$ cat src/rtl/tdm_tx_sched.sv
// tdm_tx_sched: TDM transmit frame scheduler running on the bit clock.
// Generates a one-bclk wclk frame pulse and shifts per-channel samples out
// MSB first, slot 0 first. Samples are written into a shadow buffer and
// copied to the active buffer at each frame start.
// Optional build macro TDM_DELAY1_EN: data lags wclk by one bclk (I2S-style).
module tdm_tx_sched #(
    parameter int CH        = 8,
    parameter int SLOT_BITS = 32
) (
    input  logic                    bclk,
    input  logic                    rst_n,
    input  logic                    run,
    input  logic [CH-1:0]           slot_en,
    input  logic                    wr_en,
    input  logic [$clog2(CH)-1:0]   wr_ch,
    input  logic [SLOT_BITS-1:0]    wr_data,
    input  logic                    underrun_clr,
    output logic                    wclk,
    output logic                    tdm_out,
    output logic                    busy,
    output logic                    underrun
);

    localparam int CW = $clog2(CH);
    localparam int BW = $clog2(SLOT_BITS);
    localparam logic [CW:0] CH_LIM = (CW+1)'(CH);

    localparam logic [1:0] IDLE = 2'd0;
    localparam logic [1:0] RUN  = 2'd1;
    localparam logic [1:0] STOP = 2'd2;
`ifdef TDM_DELAY1_EN
    localparam logic [1:0] TAIL = 2'd3;
`endif

    logic [1:0]           state, nxt_state;
    logic [BW-1:0]        bit_cnt, nxt_bit;
    logic [CW-1:0]        slot_cnt, nxt_slot;
    logic [SLOT_BITS-1:0] shadow [CH];
    logic [SLOT_BITS-1:0] active [CH];
    logic [CH-1:0]        written;
    logic [CH-1:0]        wr_mask;
    logic                 wr_ok;
    logic                 swap;
    logic                 nxt_data;
    logic [SLOT_BITS-1:0] src_word;
    logic [BW-1:0]        bit_idx;
`ifdef TDM_DELAY1_EN
    logic                 data_q;
`endif

    // Channel numbers beyond CH are silently dropped.
    assign wr_ok = ({1'b0, wr_ch} < CH_LIM);
    assign busy  = (state != IDLE);

    // One-hot mask of the channel being written this cycle.
    always_comb begin
        wr_mask = '0;
        if (wr_en && wr_ok) begin
            wr_mask[wr_ch] = 1'b1;
        end
    end

    // Next-state, counter advance and frame-start (swap) decision.
    always_comb begin
        swap      = 1'b0;
        nxt_state = state;
        nxt_bit   = bit_cnt;
        nxt_slot  = slot_cnt;
        case (state)
            RUN, STOP: begin
                if (bit_cnt == BW'(SLOT_BITS-1)) begin
                    nxt_bit = '0;
                    if (slot_cnt == CW'(CH-1)) begin
                        nxt_slot = '0;
                        if (run) begin
                            swap      = 1'b1;
                            nxt_state = RUN;
                        end else begin
`ifdef TDM_DELAY1_EN
                            nxt_state = TAIL;
`else
                            nxt_state = IDLE;
`endif
                        end
                    end else begin
                        nxt_slot  = slot_cnt + CW'(1);
                        nxt_state = run ? RUN : STOP;
                    end
                end else begin
                    nxt_bit   = bit_cnt + BW'(1);
                    nxt_state = run ? RUN : STOP;
                end
            end
            default: begin
                nxt_bit  = '0;
                nxt_slot = '0;
                if (run) begin
                    swap      = 1'b1;
                    nxt_state = RUN;
                end else begin
                    nxt_state = IDLE;
                end
            end
        endcase
    end

    // Select the bit to drive next; at a swap the new frame reads the shadow copy directly.
    always_comb begin
        src_word = swap ? shadow[nxt_slot] : active[nxt_slot];
        bit_idx  = BW'(SLOT_BITS-1) - nxt_bit;
        nxt_data = (nxt_state == RUN || nxt_state == STOP) && slot_en[nxt_slot] && src_word[bit_idx];
    end

    // FSM, counters and registered serial outputs.
    always_ff @(posedge bclk) begin
        if (!rst_n) begin
            state    <= IDLE;
            bit_cnt  <= '0;
            slot_cnt <= '0;
            wclk     <= 1'b0;
            tdm_out  <= 1'b0;
`ifdef TDM_DELAY1_EN
            data_q   <= 1'b0;
`endif
        end else begin
            state    <= nxt_state;
            bit_cnt  <= nxt_bit;
            slot_cnt <= nxt_slot;
            wclk     <= swap;
`ifdef TDM_DELAY1_EN
            data_q   <= nxt_data;
            tdm_out  <= data_q;
`else
            tdm_out  <= nxt_data;
`endif
        end
    end

    // Double buffer: active takes the pre-write shadow at swap; writes always land in shadow.
    always_ff @(posedge bclk) begin
        if (!rst_n) begin
            for (int i = 0; i < CH; i++) begin
                shadow[i] <= '0;
                active[i] <= '0;
            end
        end else begin
            if (swap) begin
                for (int i = 0; i < CH; i++) begin
                    active[i] <= shadow[i];
                end
            end
            if (wr_en && wr_ok) begin
                shadow[wr_ch] <= wr_data;
            end
        end
    end

    // Written flags and sticky underrun; a set on the swap edge beats a clear.
    always_ff @(posedge bclk) begin
        if (!rst_n) begin
            written  <= '0;
            underrun <= 1'b0;
        end else begin
            written <= (swap ? '0 : written) | wr_mask;
            if (swap && |(slot_en & ~written)) begin
                underrun <= 1'b1;
            end else if (underrun_clr) begin
                underrun <= 1'b0;
            end
        end
    end

endmodule

$ cat config.mk
export PLATFORM = sky130hd
export DESIGN_NAME = tdm_tx_sched
export DESIGN_NICKNAME = d
export VERILOG_FILES = /design/src/rtl/tdm_tx_sched.sv
export SDC_FILE = /design/constraint.sdc
export NUM_CORES = 1
export LEC_CHECK = 0
export CAP_MARGIN = 40
export CORE_MARGIN = 2
export CORE_UTILIZATION = 55
export DETAILED_ROUTE_END_ITERATION = 16
export PLACE_DENSITY = 0.72
export SYNTH_ARGS = -nofsm -noshare
export SYNTH_HDL_FRONTEND = slang
export SYNTH_SLANG_ARGS = --single-unit
$ cat constraint.sdc
create_clock -name bclk -period 12.8 [get_ports bclk]
set_input_delay 1.28 -clock bclk [delete_from_list [all_inputs] [get_ports bclk]]
set_output_delay 1.28 -clock bclk [all_outputs]
set_load 0.005 [all_outputs]
==> metrics.md <==
| Metric | Value |
|---|---|
| Status | complete, no violations |
| Clock transition at path regs | 70 ps |
| Fin nets | 1967 |
| Via/cell ratio | 6.178 |
| CP Class | reg2reg |
| Postcts setup bufs | 0 |
| Clock latency on the worst-skew pair | 610 ps |
| Power, Total | 3.828 mW |
| Cell mode on critical path | buf_4 |
| DR iter-0 viols | 2083 |
| Core Region | 0.04298 sq mm |
| Area growth syn-to-layout | 11.76% |
| Internal power | 2.979 mW |
| Crit share post-route | 40.71% |
| Buf/Inv on CP | 3 |
| Antenna-violating nets left | 0 |
| Ports | 52 |
| Most common cell after layout, fill and taps aside | edfxtp_1 |
| Clock sinks | 533 |
| # rows | 76 |
| Skew final | 31.75 ps |
| Largest net degree at the start of global routing | 113 |
| Switching portion of total power | 22.20% |
| Chip Height | 212.5 um |
| Slew headroom | 38.25% |
| Max VDD drop | 0.1030 mV |
| Fraction of registers with async set/reset | 0% |
| Busiest grt layer | met2 |
| Crit-path cells | ha_1 -> and3_1 -> ha_2 -> buf_4 -> nand3b_4 -> nand2_8 -> buf_4 -> buf_12 -> nor2_1 -> a221oi_1 -> o21ai_0 -> or4b_1 -> nor4_1 -> o31ai_1 -> o32ai_1 |
| Sequential Power Share | 54.5% |
| Post-CTS sizing | 0 |
| EDFF count, synth | 512 |
| Top-area cell type share of the netlist area | 64.33% |
| Slowest CP cell | nor4_1 |
| Vias in the first global route | 15.05k |
| Top FF cell, synth | edfxtp_1 |
| Fin. Hold Viols | 0 |
| Via count | 15.70k |
| WL final | 61920 um |
| GR Util All Layers | 27.89% |
| Syn_nets | 1962 |
| RSZ-0062 raised after global routing | no |
| CP Capture Type | register |
| Leakage | 10.23 nW |
| Min Tclk post-route | 5211 ps |
| Synthesized area per cell | 12.52 sq um |
| Yosys warns | 0 |
| Maxcap violations | 0 |
| Post-Syn Area | 0.02390 sq mm |
| GPL Wtd Cong | 0.8469 |
| TritonCTS clock tree | done |
| Post-Syn Instances | 1909 |
| Yosys top cell by area | edfxtp_1 |
| Dpl hpwl | 34240 um |
| Most frequent cells in the layout | edfxtp_1 (512), and2_1 (330), nand2_1 (266), and3_1 (211), nand3_1 (63) |
| Sequential-to-total area share from yosys stat | 66.09% |
| CP top delay family | simple AND/OR/NAND/NOR gates |
| DR pass1 iterations | 5 |
| Critical Path Fanout Max | 65 |
| Top cells by area, synth | edfxtp_1 (64%), and2_1 (8.6%), and3_1 (5.5%) |
| Least-Margin Pin Slew | 923.5 ps |
| Starting Density | 55.61% |
| ANT cells | 0 |
| Met2 Track Usage GR | 42.68% |
| H-tree levels | 2 |
| Die ar. | 0.04514 sq mm |
| TritonCTS Buffers | 53 |
| Comb pwr share | 6.4% |
| Global-route wire length before repair | 92590 um |
| Grt total ovfl | 0 |
| Clock share of power | 39.1% |
| Setup TNS Final | 0 ps |
| Met1 usage | 39.54% |
| Met3 Use GR | 5.583% |
| Power Dens Cells | 143.3 mW/mm^2 |
| CP Data Required Time | 13320 ps |
| Post-CTS Hold Fix Bufs | 0 |
| Placed Area | 0.02505 sq mm |
| Crit path DAT | 5730 ps |
| Final non-filler cell area | 0.02671 sq mm |
| Final setup fails | 0 |
| Post-route DRC | 0 |
| Initial antenna violation count | 0 |
| CTS root buf | clkbuf_16 |
| Die X | 212.5 um |
| Synth Register Bits | 533 |
| Drt wl/cell | 24.37 um |
| Worst path max stage delay | 650 ps |
| Worst hold-check path type | reg2reg |
| Final Slew Violations | 0 |
| Post-synth cell types | 72 |
| Crit path launch type | register |
| Sw power | 0.8498 mW |
| Buffers on Ports | 51 |
| F_max | 191.9 MHz |
| Share of cells above drive strength 1 | 8.589% |
| Clk buf depth | 3 |
[metrics by stage]
stage	hold WS, ps	setup slack (ps)	instances	util [%]
global placement	433.3	7616	2435	57.84
finish	456.8	7589	2541	62.15
floorplan	426.9	5187	1909	-
CTS	458.3	7670	2541	62.15
detailed placement	444.8	7682	2444	58.28
global route	468.4	7289	2541	62.15
[synth_stat cells, drive strengths merged (6+ instances only)]
| master | count |
|---|---|
| mux2i | 39 |
| inv | 15 |
| o21ai | 31 |
| nand3 | 63 |
| a21oi | 14 |
| a32oi | 14 |
| nor3 | 9 |
| nand2b | 8 |
| edfxtp | 512 |
| buf | 57 |
| a31oi | 54 |
| o211ai | 7 |
| nand4 | 11 |
| a21boi | 7 |
| and3 | 211 |
| a32o | 6 |
| nor2 | 27 |
| o22ai | 7 |
| nand2 | 269 |
| dfxtp | 21 |
| and2 | 332 |
| a211oi | 14 |
| clkbuf | 88 |
| a221oi | 23 |
| a21o | 8 |
[layer usage]
| layer | share of wire, % | vias to the layer above |
|---|---|---|
| met3 | 10 | 143 |
| met4 | 3.5 | 0 |
| met2 | 46 | 823 |
| li1 | - | 6983 |
| met1 | 40 | 7749 |
| met5 | 0 | - |
[power by group through the flow]
| stage | clock [mW] | combinational (mW) | sequential (mW) |
|---|---|---|---|
| 4_1_cts | 1.51 | 0.244 | 2.09 |
| 3_5_place_dp | 0 | 0.243 | 2.12 |
| 2_1_floorplan | 0 | 0.139 | 2.12 |
| 3_3_place_gp | 0 | 0.232 | 2.12 |
| 6_report | 1.50 | 0.246 | 2.09 |
| 5_1_grt | 1.57 | 0.266 | 2.10 |
[path summary, 6_finish.rpt]
| kind | from | to | slack [ps] | cells after the start |
|---|---|---|---|---|
| max reg2reg | bit_cnt[0]$_SDFF_PN0_ | tdm_out$_SDFF_PN0_ | 7590 | 15 |
| min | written[1]$_SDFF_PN0_ | written[1]$_SDFF_PN0_ | 460 | 1 |
| max | bit_cnt[0]$_SDFF_PN0_ | tdm_out$_SDFF_PN0_ | 7590 | 15 |
| min reg2reg | written[1]$_SDFF_PN0_ | written[1]$_SDFF_PN0_ | 460 | 1 |
[final cells by class]
class	instances	area [sq um]
well taps	585	732.0
clock buffers	78	1543
fillers	3311	16270
clock inverters	19	118.9
repair buffers	95	963.4
flip-flops and latches	533	15800
inverters	15	63.81
multi-input cells	1216	7496
[state kept, by name, summed over array words and instances (netlist names)]
register / cells
wclk: 1
tdm_out: 1
slot_cnt: 3
active: 256
underrun: 1
state: 2
written: 8
shadow: 256
bit_cnt: 5
[cell families after synthesis]
kind of cell	after synthesis	share of synthesized area, %
AND/OR/NAND/NOR	948	21.67
XOR/XNOR	2	0.07330
multiplexers	45	2.167
flip-flops	533	66.09
AO/OA/AOI/OAI	216	6.586
adder cells (fa/ha/maj)	5	0.2618
buffers and inverters	160	3.157
Note: power is estimated with default switching activity, not from simulation.
